[src/rtl/bcd_seg_pkg.sv]
// Shared types and constants for the BCD seven-segment scanner.
// Segment patterns are active-high, bit 6..0 = g..a.
package bcd_seg_pkg;

    typedef enum logic [1:0] {
        IDLE,
        CONV,
        LATCH
    } state_t;

    localparam int CONV_STEPS = 7;

    localparam logic [6:0] SEG_0    = 7'h3F;
    localparam logic [6:0] SEG_1    = 7'h06;
    localparam logic [6:0] SEG_2    = 7'h5B;
    localparam logic [6:0] SEG_3    = 7'h4F;
    localparam logic [6:0] SEG_4    = 7'h66;
    localparam logic [6:0] SEG_5    = 7'h6D;
    localparam logic [6:0] SEG_6    = 7'h7D;
    localparam logic [6:0] SEG_7    = 7'h07;
    localparam logic [6:0] SEG_8    = 7'h7F;
    localparam logic [6:0] SEG_9    = 7'h6F;
    localparam logic [6:0] SEG_DASH = 7'h40;
    localparam logic [6:0] SEG_OFF  = 7'h00;

    localparam logic [3:0] DIGIT_ERR = 4'hF;

endpackage

[src/rtl/bcd_seg_decode.sv]
// Combinational BCD digit to active-high seven-segment pattern.
// The error digit decodes to a dash; unused codes decode to all-off.
module bcd_seg_decode
    import bcd_seg_pkg::*;
(
    input  logic [3:0] digit,
    output logic [6:0] seg_ah
);

    always_comb begin
        seg_ah = SEG_OFF;
        case (digit)
            4'd0:      seg_ah = SEG_0;
            4'd1:      seg_ah = SEG_1;
            4'd2:      seg_ah = SEG_2;
            4'd3:      seg_ah = SEG_3;
            4'd4:      seg_ah = SEG_4;
            4'd5:      seg_ah = SEG_5;
            4'd6:      seg_ah = SEG_6;
            4'd7:      seg_ah = SEG_7;
            4'd8:      seg_ah = SEG_8;
            4'd9:      seg_ah = SEG_9;
            DIGIT_ERR: seg_ah = SEG_DASH;
            default:   seg_ah = SEG_OFF;
        endcase
    end

endmodule

[src/rtl/bcd_seg_scanner.sv]
// Binary-to-BCD conversion (sequential double dabble) feeding a two-digit
// multiplexed seven-segment display with blanking and blinking.
module bcd_seg_scanner
    import bcd_seg_pkg::*;
#(
    parameter int CLK_DIV    = 50000,
    parameter int BLINK_DIV  = 250,
    parameter bit ACTIVE_LOW = 1'b1
) (
    input  logic       clk,
    input  logic       reset,
    input  logic [6:0] value_in,
    input  logic       load,
    input  logic       blank_lz,
    input  logic       blink_en,
    output logic       busy,
    output logic       valid,
    output logic [3:0] bcd_tens,
    output logic [3:0] bcd_ones,
    output logic [6:0] seg,
    output logic [1:0] an
);

    localparam int PW = $clog2(CLK_DIV);
    localparam int BW = (BLINK_DIV > 1) ? $clog2(BLINK_DIV) : 1;

    state_t          state, state_nxt;
    logic [6:0]      bin_q;
    logic [7:0]      acc_q;
    logic [2:0]      iter_q;
    logic            range_err_q;
    logic            valid_q;
    logic [3:0]      tens_q, ones_q;

    logic [PW-1:0]   presc_q;
    logic            tick;
    logic            sel_q;
    logic [BW-1:0]   blink_cnt_q;
    logic            phase_q;

    logic [3:0]      digit_sel;
    logic [6:0]      dec_seg;
    logic [6:0]      seg_src;
    logic [6:0]      seg_p1;
    logic [1:0]      an_p1;

    // Double-dabble correction: any BCD nibble >= 5 gets +3 before the shift.
    function automatic logic [7:0] dabble_adj(input logic [7:0] acc);
        logic [3:0] hi, lo;
        hi = acc[7:4];
        lo = acc[3:0];
        if (hi >= 4'd5) hi = hi + 4'd3;
        if (lo >= 4'd5) lo = lo + 4'd3;
        return {hi, lo};
    endfunction

    always_ff @(posedge clk or posedge reset) begin
        if (reset) state <= IDLE;
        else       state <= state_nxt;
    end

    always_comb begin
        state_nxt = state;
        case (state)
            IDLE:    if (load) state_nxt = CONV;
            CONV:    if (iter_q == 3'(CONV_STEPS - 1)) state_nxt = LATCH;
            LATCH:   state_nxt = IDLE;
            default: state_nxt = IDLE;
        endcase
    end

    always_ff @(posedge clk or posedge reset) begin
        if (reset) begin
            bin_q       <= '0;
            acc_q       <= '0;
            iter_q      <= '0;
            range_err_q <= 1'b0;
            valid_q     <= 1'b0;
            tens_q      <= '0;
            ones_q      <= '0;
        end else begin
            case (state)
                IDLE: if (load) begin
                    bin_q       <= value_in;
                    acc_q       <= '0;
                    iter_q      <= '0;
                    range_err_q <= (value_in > 7'd99);
                end
                CONV: begin
                    {acc_q, bin_q} <= {dabble_adj(acc_q), bin_q} << 1;
                    iter_q         <= iter_q + 3'd1;
                end
                LATCH: begin
                    valid_q <= 1'b1;
                    tens_q  <= range_err_q ? DIGIT_ERR : acc_q[7:4];
                    ones_q  <= range_err_q ? DIGIT_ERR : acc_q[3:0];
                end
                default: ;
            endcase
        end
    end

    assign busy     = (state != IDLE);
    assign valid    = valid_q;
    assign bcd_tens = tens_q;
    assign bcd_ones = ones_q;

    // Scan prescaler, digit select and free-running blink phase.
    assign tick = (presc_q == PW'(CLK_DIV - 1));

    always_ff @(posedge clk or posedge reset) begin
        if (reset) begin
            presc_q     <= '0;
            sel_q       <= 1'b0;
            blink_cnt_q <= '0;
            phase_q     <= 1'b0;
        end else begin
            presc_q <= tick ? '0 : presc_q + PW'(1);
            if (tick) begin
                sel_q <= ~sel_q;
                if (blink_cnt_q == BW'(BLINK_DIV - 1)) begin
                    blink_cnt_q <= '0;
                    phase_q     <= ~phase_q;
                end else begin
                    blink_cnt_q <= blink_cnt_q + BW'(1);
                end
            end
        end
    end

    assign digit_sel = sel_q ? tens_q : ones_q;

    bcd_seg_decode u_decode (
        .digit  (digit_sel),
        .seg_ah (dec_seg)
    );

    always_comb begin
        seg_src = dec_seg;
        if (!valid_q)                                   seg_src = SEG_OFF;
        else if (blink_en && phase_q)                   seg_src = SEG_OFF;
        else if (digit_sel == DIGIT_ERR)                seg_src = SEG_DASH;
        else if (sel_q && blank_lz && tens_q == 4'd0)   seg_src = SEG_OFF;
    end

    // Output register stage; polarity is a constant inversion on the way out.
    always_ff @(posedge clk or posedge reset) begin
        if (reset) begin
            seg_p1 <= SEG_OFF;
            an_p1  <= 2'b01;
        end else begin
            seg_p1 <= seg_src;
            an_p1  <= sel_q ? 2'b10 : 2'b01;
        end
    end

    assign seg = ACTIVE_LOW ? ~seg_p1 : seg_p1;
    assign an  = ACTIVE_LOW ? ~an_p1  : an_p1;

endmodule

[config.mk]
export PLATFORM = sky130hd
export DESIGN_NAME = bcd_seg_scanner
export DESIGN_NICKNAME = d
export VERILOG_FILES = /design/src/rtl/bcd_seg_pkg.sv /design/src/rtl/bcd_seg_decode.sv /design/src/rtl/bcd_seg_scanner.sv
export SDC_FILE = /design/constraint.sdc
export NUM_CORES = 1
export LEC_CHECK = 0
export BUFFER_PORTS_ARGS = -buffer_cell sky130_fd_sc_hd__clkbuf_2
export CORE_AREA = 2 2 95 97
export DETAILED_ROUTE_END_ITERATION = 12
export DIE_AREA = 0 0 97 99
export PLACE_DENSITY = 0.57
export SYNTH_ARGS = -nofsm -noshare
export SYNTH_HDL_FRONTEND = slang
export SYNTH_HIERARCHICAL = 1
export SYNTH_SLANG_ARGS = --single-unit
[constraint.sdc]
create_clock -name clk -period 5.65 [get_ports clk]
set_clock_uncertainty 0.15 [all_clocks]
set_input_delay 0 -clock clk [delete_from_list [all_inputs] [get_ports clk]]
set_output_delay 0 -clock clk [all_outputs]
set_load 0.01 [all_outputs]
## Yosys cells after proc, flatten, opt, wreduce, memory -nomap -nowiden

Memory sizes are Yosys's and may differ from the RTL's.
Cells that the tools add are included.
Widths: inputs -> output; s select.

| cells by class | value |
|---|---|
| multiplexer cells | 21 |
| reductions and logical operators | 11 |
| $add $sub $neg | 5 |
| $lt $le $gt $ge | 3 |
| eq/ne operators | 8 |
| bitwise operators | 4 |

Operators by type and width:

| operator | count |
|---|---|
| $mux 7 | 5 |
| $add 16x1->16 const B | 1 |
| $eq 16x16->1 const B | 1 |
| $mux 16 | 1 |
| $mux 4 | 4 |
| $mux 8 | 2 |
| $pmux 8 s2 | 1 |
| $pmux 7 s2 | 1 |
| $add 8x1->8 const B | 1 |
| $eq 8x8->1 const B | 1 |
| $ge 4x3->1 const B | 2 |
| $reduce_and 2->1 | 4 |
| $gt 7x7->1 const B | 1 |
| $not 7->7 | 1 |
| $mux 2 | 3 |
| $mux 3 | 2 |
| $pmux 3 s2 | 1 |
| $add 4x2->4 const B | 1 |
| $eq 4x4->1 const B | 1 |
| $logic_not 4->1 | 1 |
| $ne 2x2->1 const B | 2 |
| $pmux 2 s2 | 1 |
| $reduce_bool 2->1 | 2 |
| $add 3x1->3 const B | 1 |
| 8 further kinds | 11 |

| storage, ports and cells | value |
|---|---|
| memories kept | 1 |
| bits in read-only memories | 112 |
| bits of input ports | 12 |
| bits in registers | 65 |

Memory list:

| memory | depth | bits a word | rd ports | clocked after memory_dff | wr ports | line | text |
|---|---|---|---|---|---|---|---|
| (no name shown) | 16 | 7 | 1 | 0 | 0 | bcd_seg_decode.sv:12 | `case (digit)` |

## Logic depth before layout (Yosys ltp)

Gate-level depths: netlist of the first run.

| logic depth | value |
|---|---|
| depth after elaboration | 6 |
| depth in mapped cells | 9 |
| gate-level depth less buffers | 8 |

## Hierarchy

Netlist of the first run, hierarchy kept.

By module, submodules not included:

| module | area an instance (um2) | cells each | seq. area each (um2) | instances |
|---|---|---|---|---|
| bcd_seg_scanner | 3114.2 | 314 | 1627.8 | 1 |
| bcd_seg_decode | 230.2 | 31 | 0.0 | 1 |

## Least setup slack after synthesis of the first run

OpenSTA, ideal clock, no wires.

| path | value |
|---|---|
| path type | register -> register |
| start point | register sel_q |
| end point | register seg_p1[4] |
| buffers on the path | 1 |
| slack | 3.835 ns |
| arrival | 1.546 ns |
| clock period less this slack | 1.815 ns |
| stages on the path, launching flop included | 6 |
| cell sequence | dfrtp_1 -> buf_4 -> o21ai_0 -> inv_2 -> a22o_1 -> and2_1 |

| on the way | value |
|---|---|
| cells in the longest elaborated chain, start to end | 6 |
| elaborated cells between the ends (all ways) | 9 |
| classes of those cells | 1 x eq/ne; 5 x mux; 2 x reduce/logical; 1 x memory |

Ends and longest elaborated chain:

| element | line | text |
|---|---|---|
| from (decl) | bcd_seg_scanner.sv:37 | `logic sel_q;` |
| from (signal assigned) | bcd_seg_scanner.sv:120 | `sel_q <= ~sel_q;` |
| $mux 4 | bcd_seg_scanner.sv:131 | `assign digit_sel = sel_q ? tens_q : ones_q;` |
| net digit_sel[2] | bcd_seg_scanner.sv:41 | `logic [3:0] digit_sel;` |
| $mem_v2 16x7 | - |  |
| net dec_seg[4] | bcd_seg_scanner.sv:42 | `logic [6:0] dec_seg;` |
| $mux 7 | bcd_seg_scanner.sv:143 | `else if (sel_q && blank_lz && tens_q == 4'd0) seg_src = SEG_OFF;` |
| $mux 7 | bcd_seg_scanner.sv:142 | `else if (digit_sel == DIGIT_ERR) seg_src = SEG_DASH;` |
| $mux 7 | bcd_seg_scanner.sv:141 | `else if (blink_en && phase_q) seg_src = SEG_OFF;` |
| $mux 7 | bcd_seg_scanner.sv:140 | `if (!valid_q) seg_src = SEG_OFF;` |
| net seg_src[4] | bcd_seg_scanner.sv:43 | `logic [6:0] seg_src;` |
| to (signal assigned) | bcd_seg_scanner.sv:152 | `seg_p1 <= seg_src;` |
| to (decl) | bcd_seg_scanner.sv:44 | `logic [6:0] seg_p1;` |

The timed path passes the listed nets, and every way through them passes these cells.
A chain may end at the register's enable or synchronous reset.

## Worst setup path after layout of the first run

| path | value |
|---|---|
| start point | register presc_q[7] |
| end point | register blink_cnt_q[4] |

| on the way | value |
|---|---|
| cells in the longest elaborated chain, start to end | 1 |

Ends and longest elaborated chain:

| element | line | text |
|---|---|---|
| from (decl) | bcd_seg_scanner.sv:35 | `logic [PW-1:0] presc_q;` |
| from (signal assigned) | bcd_seg_scanner.sv:118 | `presc_q <= tick ? '0 : presc_q + PW'(1);` |
| $eq 16x16->1 | bcd_seg_scanner.sv:109 | `assign tick = (presc_q == PW'(CLK_DIV - 1));` |
| to (signal assigned) | bcd_seg_scanner.sv:125 | `blink_cnt_q <= blink_cnt_q + BW'(1);` |
| to (decl) | bcd_seg_scanner.sv:38 | `logic [BW-1:0] blink_cnt_q;` |

No other way between the ends.

==> results of run 1 <==
[final timing paths]
kind | from | slack, ns | endpoint
worst min-delay path | blank_lz | 0.09 | seg_p1[6]
min in group asynchronous | reset | 0.29 | phase_q
worst max-delay path | presc_q[7] | 3.44 | blink_cnt_q[4]
max in group asynchronous | reset | 4.52 | acc_q[5]
worst max register to register | presc_q[7] | 3.44 | blink_cnt_q[4]
worst min register to register | phase_q | 0.33 | phase_q
[cells in the mapped netlist (all sizes together), types with 2 or more instances]
cell    count  area (um2)
nor3        6        35.0
and4bb      2        25.0
mux2        4        45.0
clkbuf      5        18.8
o21ai      29         153
ha         16         200
nand2      43         169
and2       16         100
xor2        8        70.1
nand3      19        95.1
a21oi      10        57.6
inv        27         101
dfrtp      64        1600
a32o        2        20.0
xnor2      11        96.3
and3        4        30.0
o31ai      12        95.1
buf         6        31.3
nor4        2        12.5
nand4       4        37.5
a31oi       6        37.5
nor2b       3        18.8
nor2       23        88.8
nand2b      8        50.1
[sequential cells by signal (all words and copies together), names as in the netlist]
register / flops
presc_q: 16
acc_q: 8
bcd_ones: 4
valid: 1
bin_q: 7
phase_q: 1
range_err_q: 1
bcd_tens: 4
state: 2
blink_cnt_q: 8
an_p1: 2
seg_p1: 7
sel_q: 1
iter_q: 3
[cell families after synthesis]
family / after synthesis / synth area share, %
mux: 4 / 1.35
fa+ha+maj: 16 / 5.99
buf+inv: 38 / 4.53
flops: 65 / 48.7
simple gates: 139 / 22.4
xor+xnor: 19 / 4.98
compound gates: 64 / 12.1
[report_power, final]
group / internal, uW / switching (uW) / total [uW] / leakage (uW)
Clock: 199 / 165 / 364 / 0.0000929
Sequential: 586 / 93.3 / 679 / 0.000835
Combinational: 265 / 333 / 597 / 0.000906
[area by class of cell]
class	instances	area [um2]
sequential	65	1630
multi-input combinational	242	1570
tap	108	135
timing repair buffer	48	328
clock inverter	4	45.0
clock buffer	11	131
inverter	27	101
fill	831	4620
[per-layer routing]
layer / vias to the layer above / global-route usage [%]
met5: - / 0
met4: 0 / 3.90
met3: 4 / 4.11
met2: 30 / 22.9
met1: 1149 / 16.9
li1: 1266 / -
[tightest hold or removal path, stage by stage]
cell,delay (ns)
sky130_fd_sc_hd__clkbuf_2,0.08
sky130_fd_sc_hd__nand4bb_1,0.11
sky130_fd_sc_hd__nor3_1,0.06
sky130_fd_sc_hd__nand2b_1,0.13
sky130_fd_sc_hd__a21oi_1,0.13
[per-stage QoR]
stage / area (um2) / util (%) / power, uW / hold slack (ns) / setup WS (ns)
after floorplan: 3340 / - / 1120 / -0.0446 / 3.84
after global placement: 3590 / 42.0 / 1270 / 0.0424 / 3.52
after detailed placement: 3590 / 42.0 / 1280 / 0.0486 / 3.42
after CTS: 3930 / 46.0 / 1670 / 0.0610 / 3.42
after global routing: 3930 / 46.0 / 1790 / 0.126 / 3.25
final: 3930 / 46.0 / 1640 / 0.0876 / 3.44
[timing repair]
item                                   CTS  global route
endpoints found under the hold margin   75             0
setup endpoints to repair                0             0
hold buffers                            17             0
==> reports/qor_table.md, run 1 <==
| Stage | Parameter | Value |
|:---|:---|:---|
| run status | Result of the run | complete, no violations |
| global route | Total gr overflow | 0 |
| job | Max-cap viol count | 0 |
| routing | Length of routed wiring on met1 | 2980 um |
| logic synthesis | Flip-flop cell with the highest count after synthesis | sky130_fd_sc_hd__dfrtp_1 |
| setup path | Arrival time at the worst endpoint | 2.31 ns |
| routing | Antenna Nets Post-Route | 0 |
| global route | Pin count of the biggest net entering global routing | 66 |
| cells and area | Antenna Diode Count | 0 |
| logic synthesis | Proportion of synthesized chip area in sequential cells | 48.7% |
| routing | Total length of routed met3 wires | 180 um |
| place | Port-buffer cells | 30 |
| pwr | Pwr dens | 417 nW/um2 |
| timing | Transition time of the tightest slew-check pin | 1.01 ns |
| timing | Number of slew-limit violations in the final report | 0 |
| setup path | Maximum fanout count along the critical path | 26 |
| setup path | Number of cells on the worst reg-to-reg path | 4 |
| clocking | Largest buffer count on any clock path | 2 |
| setup path | Crit path cell chain | nor4b_2, nand4_2, or3_1, o21ai_1 |
| logic synthesis | Share of synthesized flip-flops with an asynchronous set or reset | 100% |
| die | Site row count | 34 |
| clocking | Number of buffers created by CTS | 9 |
| clocking | Number of gates given a new drive strength after cts | 0 |
| global route | GRT Resource Usage Total | 13.5% |
| clocking | Clock root buffer | sky130_fd_sc_hd__clkbuf_8 |
| global route | Global-route wire length before repair | 10700 um |
| cells and area | Number of standard cells in the final layout excluding fillers | 505 |
| setup path | WP depth | 4 |
| timing | Min Tclk post-route | 2.21 ns |
| pwr | Static Leak | 0.00183 uW |
| logic synthesis | Yosys reg bits | 65 |
| routing | Per-cell via count in the routed design | 4.85 |
| routing | Highest metal layer used by the detailed router | met4 |
| timing | Maximum clock frequency | 452 MHz |
| timing | Fin. Hold Viols | 0 |
| timing | Final worst-path cycle share | 39.2% |
| routing | Met2 Wirelength | 2950 um |
| cells and area | Area growth from synthesis to final layout | 17.6% |
| setup path | Crit end category | flip-flop |
| cells and area | Final-stage net count | 421 |
| setup path | WP data required | 5.75 ns |
| clocking | Post-CTS setup buffer count | 0 |
| timing | Final setup violation count | 0 |
| clocking | TritonCTS clock tree | yes |
| setup path | Type of element launching the critical path | flip-flop |
| place | Post-placement cell count | 473 |
| setup path | CP peak stage delay | 0.54 ns |
| cells and area | Fraction of layout cells with a size suffix above 1 | 17.4% |
| routing | Total Wirelength | 6150 um |
| logic synthesis | Count of flip-flops with a built-in enable after synthesis | 0 |
| setup path | Total buffers and inverters traversed by the critical path | 0 |
| setup path | Crit path max-delay cell type | sky130_fd_sc_hd__nand4_2 |
| cells and area | Commonest non-fill, non-tap cell in the layout | sky130_fd_sc_hd__dfrtp_1 |
| die | Die area | 9600 um2 |
| logic synthesis | Gate Count Post-Synth | 345 |
| timing | Final sum of negative setup slack | 0 ns |
| logic synthesis | Post-Synthesis Net Count | 373 |
| die | I/O pin cnt | 31 |
| global route | Antenna violations before repair | 0 |
| routing | Via count | 2449 |
| routing | DR iter-0 viols | 84 |
| setup path | Family of cells with the greatest summed delay on the critical path | simple AND/OR/NAND/NOR gates |
| clocking | Clock latency at the later pin of the worst-skew pair | 0.33 ns |
| logic synthesis | Number of warnings issued by yosys | 6 |
| timing | Headroom to the max-slew limit | 32.5% |
| die | Vertical extent of the die | 99 um |
| die | Initial core utilization | 39.1% |
| routing | DRC violation count after routing | 0 |
| clocking | TritonCTS Sinks | 65 |
| logic synthesis | Average cell area after synthesis | 9.69 um2 |
| cells and area | Commonest cells after routing, fill and taps aside | sky130_fd_sc_hd__dfrtp_1, sky130_fd_sc_hd__nand2_1, sky130_fd_sc_hd__clkbuf_2 |
| clocking | Clock slew at reported path FFs | 0.07 ns |
| timing | Setup repair after global routing missed its margin | no |
| routing | Post-DR wirelength/cell | 12.2 um |
| clocking | Depth of the CTS H-tree | 3 |
| place | Last weighted congestion value of the routability-driven placer | 0.792 |
| global route | Number of global-route vias before repair | 2383 |
| hold path | Hold Path Cell Cnt | 5 |
| setup path | Type of the worst setup path | flip-flop to flip-flop |
| routing | Number of search-and-repair iterations in the first detailed-routing pass | 4 |
| die | Die boundary width | 97 um |
| die | Floorplan Core Area | 8550 um2 |
| hold path | Class of the worst hold path | input port to flip-flop |
| place | Placed wire-length estimate after detailed placement | 4110 um |
| pwr | Worst vdd ir | 351 uV |
| logic synthesis | Post-synth design cell area | 3340 um2 |
| logic synthesis | Distinct cell type count of the synthesized netlist | 52 |
No activity file was read; power rests on OpenSTA's default activity.
==> run 2: changes to the inputs <==
Settings changed: PLACE_DENSITY 0.57 to 0.6.
Clock period 5.65 ns to 1.95 ns, I/O delays scaled along.
==> run 2 against run 1 <==
Maximum frequency increased by 23%; first-iteration DRC count is 48% higher; critical path depth up 2; non-clock buffer count increased by 10; combinational power rose to 3.0 times the previous value; design area grew 3.1%; sequential power rose to 2.9 times the previous value; sequential cell count did not move; wire length up 2.7%; global-route usage is 0.67 points higher; sequential share of layout area fell by 1.3 points; cell count grew 2.0%; critical endpoint is now blink_cnt_q[5].
==> reports/qor_table.md, run 2 (synthesis results as in run 1) <==
| Stage | Parameter | Value | Change |
|:---|:---|:---|:---|
| global route | Antenna violations before repair | 0 | unchanged |
| timing | Number of slew-limit violations in the final report | 0 | unchanged |
| die | Vertical extent of the die | 99 um | unchanged |
| timing | Transition time of the tightest slew-check pin | 0.504 ns | -0.508 ns |
| die | Site row count | 34 | unchanged |
| cells and area | Area growth from synthesis to final layout | 21.3% |  |
| timing | Final setup violation count | 0 | unchanged |
| place | Post-place setup slack | 0.177 ns | -3.25 ns |
| cells and area | Area of the multi-input gates | 1570 um2 | unchanged |
| clocking | Post-CTS setup buffer count | 0 | unchanged |
| clocking | Largest buffer count on any clock path | 2 | unchanged |
| routing | Post-DR wirelength/cell | 12.3 um | +0.67% |
| setup path | Critical R2R Capture | blink_cnt_q[5] |  |
| hold path | Hold Path Cell Cnt | 5 | unchanged |
| timing | Setup repair after global routing missed its margin | no |  |
| timing | Headroom to the max-slew limit | 66.3% | +34 points |
| routing | Total Wirelength | 6310 um | +2.7% |
| pwr | Pwr dens | 1250 nW/um2 | +200% |
| timing | Min Tclk post-route | 1.80 ns | -0.416 ns |
| routing | DRC violation count after routing | 0 | unchanged |
| timing | Final worst-path cycle share | 92.2% | +53 points |
| setup path | Crit path max-delay cell type | sky130_fd_sc_hd__dfrtp_1 |  |
| setup path | Crit path cell chain | ha_1, and3_1, nand4_2, buf_4, o31ai_1, o41ai_1 |  |
| setup path | Type of element launching the critical path | flip-flop |  |
| cells and area | Number of flip-flops in the largest register | 16 | unchanged |
| cells and area | Largest registers | presc_q: 16 flops, acc_q: 8 flops, blink_cnt_q: 8 flops |  |
| cells and area | Final-stage net count | 431 | +2.4% |
| timing | Final worst-path setup slack | 0.153 ns | -3.28 ns |
| routing | Number of search-and-repair iterations in the first detailed-routing pass | 4 | unchanged |
| clocking | TritonCTS Sinks | 65 | unchanged |
| routing | Highest metal layer used by the detailed router | met4 |  |
| hold path | Hold Startpoint | blank_lz |  |
| global route | GRT Resource Usage Total | 14.2% | +0.67 points |
| clocking | Depth of the CTS H-tree | 3 | unchanged |
| place | Port-buffer cells | 30 | unchanged |
| global route | Number of global-route vias before repair | 2471 | +3.7% |
| die | Die area | 9600 um2 | unchanged |
| setup path | Number of cells on the worst reg-to-reg path | 6 | +2 |
| timing | Worst Hold Slack | 0.0563 ns | -0.0313 ns |
| routing | Total length of routed met3 wires | 209 um | +16% |
| clocking | Clock latency at the later pin of the worst-skew pair | 0.34 ns | about the same |
| routing | Met2 Wirelength | 3110 um | +5.3% |
| place | Total cell area at the placement stage | 3730 um2 | +3.9% |
| clocking | TritonCTS clock tree | yes |  |
| die | Die boundary width | 97 um | unchanged |
| pwr | Worst vdd ir | 688 uV | +96% |
| cells and area | Number of filler instances in the final layout | 814 | -2.0% |
| timing | Final sum of negative setup slack | 0 ns | unchanged |
| hold path | Class of the worst hold path | input port to flip-flop |  |
| cells and area | Antenna Diode Count | 0 | unchanged |
| setup path | Total buffers and inverters traversed by the critical path | 1 | +1 |
| run status | Result of the run | complete, no violations |  |
| cells and area | Commonest non-fill, non-tap cell in the layout | sky130_fd_sc_hd__dfrtp_1 |  |
| clocking | Number of buffers created by CTS | 9 | unchanged |
| place | Last weighted congestion value of the routability-driven placer | 0.825 | +4.2% |
| die | Initial core utilization | 39.1% | unchanged |
| setup path | WP data required | 2.01 ns | -3.74 ns |
| timing | Maximum clock frequency | 556 MHz | +23% |
| setup path | Worst setup slack for register-to-register paths | 0.15 ns | -3.28 ns |
| die | Floorplan Core Area | 8550 um2 | unchanged |
| routing | Antenna Nets Post-Route | 0 | unchanged |
| cells and area | Final instance area | 4060 um2 | +3.1% |
| clocking | Clock slew at reported path FFs | 0.07 ns | about the same |
| setup path | Worst reg2reg startpoint | presc_q[0] |  |
| place | Placed wire-length estimate after detailed placement | 4640 um | +13% |
| setup path | Type of the worst setup path | flip-flop to flip-flop |  |
| setup path | CP peak stage delay | 0.39 ns | -0.15 ns |
| timing | Fin. Hold Viols | 0 | unchanged |
| cells and area | Fraction of layout cells with a size suffix above 1 | 21.4% | +4.0 points |
| global route | Pin count of the biggest net entering global routing | 31 | -53% |
| setup path | Maximum fanout count along the critical path | 18 | -31% |
| routing | DR iter-0 viols | 124 | +48% |
| pwr | Static Leak | 0.00193 uW | +5.2% |
| setup path | Arrival time at the worst endpoint | 1.86 ns | -0.45 ns |
| cells and area | Register ranked first by flip-flop count | presc_q |  |
| job | Max-cap viol count | 0 | unchanged |
| pwr | Total power draw | 5080 uW | +210% |
| routing | Length of routed wiring on met1 | 2900 um | -2.7% |
| die | I/O pin cnt | 31 | unchanged |
| clocking | Clock root buffer | sky130_fd_sc_hd__clkbuf_8 |  |
| global route | Global-route wire length before repair | 11200 um | +3.9% |
| cells and area | Register cell area after layout | 1630 um2 | unchanged |
| setup path | Crit end category | flip-flop |  |
| hold path | Destination of the worst hold path | seg_p1[6] |  |
| global route | Total gr overflow | 0 | unchanged |
| setup path | Family of cells with the greatest summed delay on the critical path | compound AO/OA/AOI/OAI gates |  |
| cells and area | Commonest cells after routing, fill and taps aside | sky130_fd_sc_hd__dfrtp_1, sky130_fd_sc_hd__nand2_1, sky130_fd_sc_hd__clkbuf_2 |  |
| routing | Via count | 2489 | +1.6% |
| routing | Per-cell via count in the routed design | 4.83 | -0.34% |
-- run 2: cell type report --
type	instances	share of cell area (%)
Multi-Input combinational cell	242	38.6
Inverter	27	2.50
Sequential cell	65	40.1
Clock inverter	2	1.48
Clock buffer	13	4.16
Tap cell	108	3.33
Timing Repair Buffer	58	9.81
-- run 2: repair_timing --
action	CTS	global route
gates resized for setup	0	0
hold buffers	10	0
endpoints found under the hold margin	75	0
-- run 2: per-stage QoR --
stage          util, %  instances
2_1_floorplan        -        345
3_3_place_gp      43.6        490
3_5_place_dp      43.6        490
4_1_cts           47.4        515
5_1_grt           47.4        515
6_report          47.4        515
-- run 2: layer usage --
metal	GRT usage, %	vias to the layer above
met5	0	-
met4	5.09	0
li1	-	1285
met2	23.9	36
met1	17.3	1159
met3	4.47	9
-- run 2: worst max-delay path by stage --
stage,cells past startpoint,to,from
final,6,blink_cnt_q[5],presc_q[0]
after global routing,6,blink_cnt_q[5],presc_q[0]
after CTS,6,blink_cnt_q[5],presc_q[0]
after detailed placement,6,blink_cnt_q[5],presc_q[0]
after global placement,6,blink_cnt_q[4],presc_q[0]
after floorplan,5,seg_p1[4],sel_q
-- run 2: report_power, final --
group	switching (uW)	internal (uW)	leakage, uW
Clock	491	819	0.000116
Combinational	977	823	0.000978
Sequential	272	1700	0.000835
-- run 2: worst min-delay path, delay by kind of cell --
family          cells  cell delay, ns
simple gates        3            0.27
compound gates      1            0.13
buf+inv             1            0.09
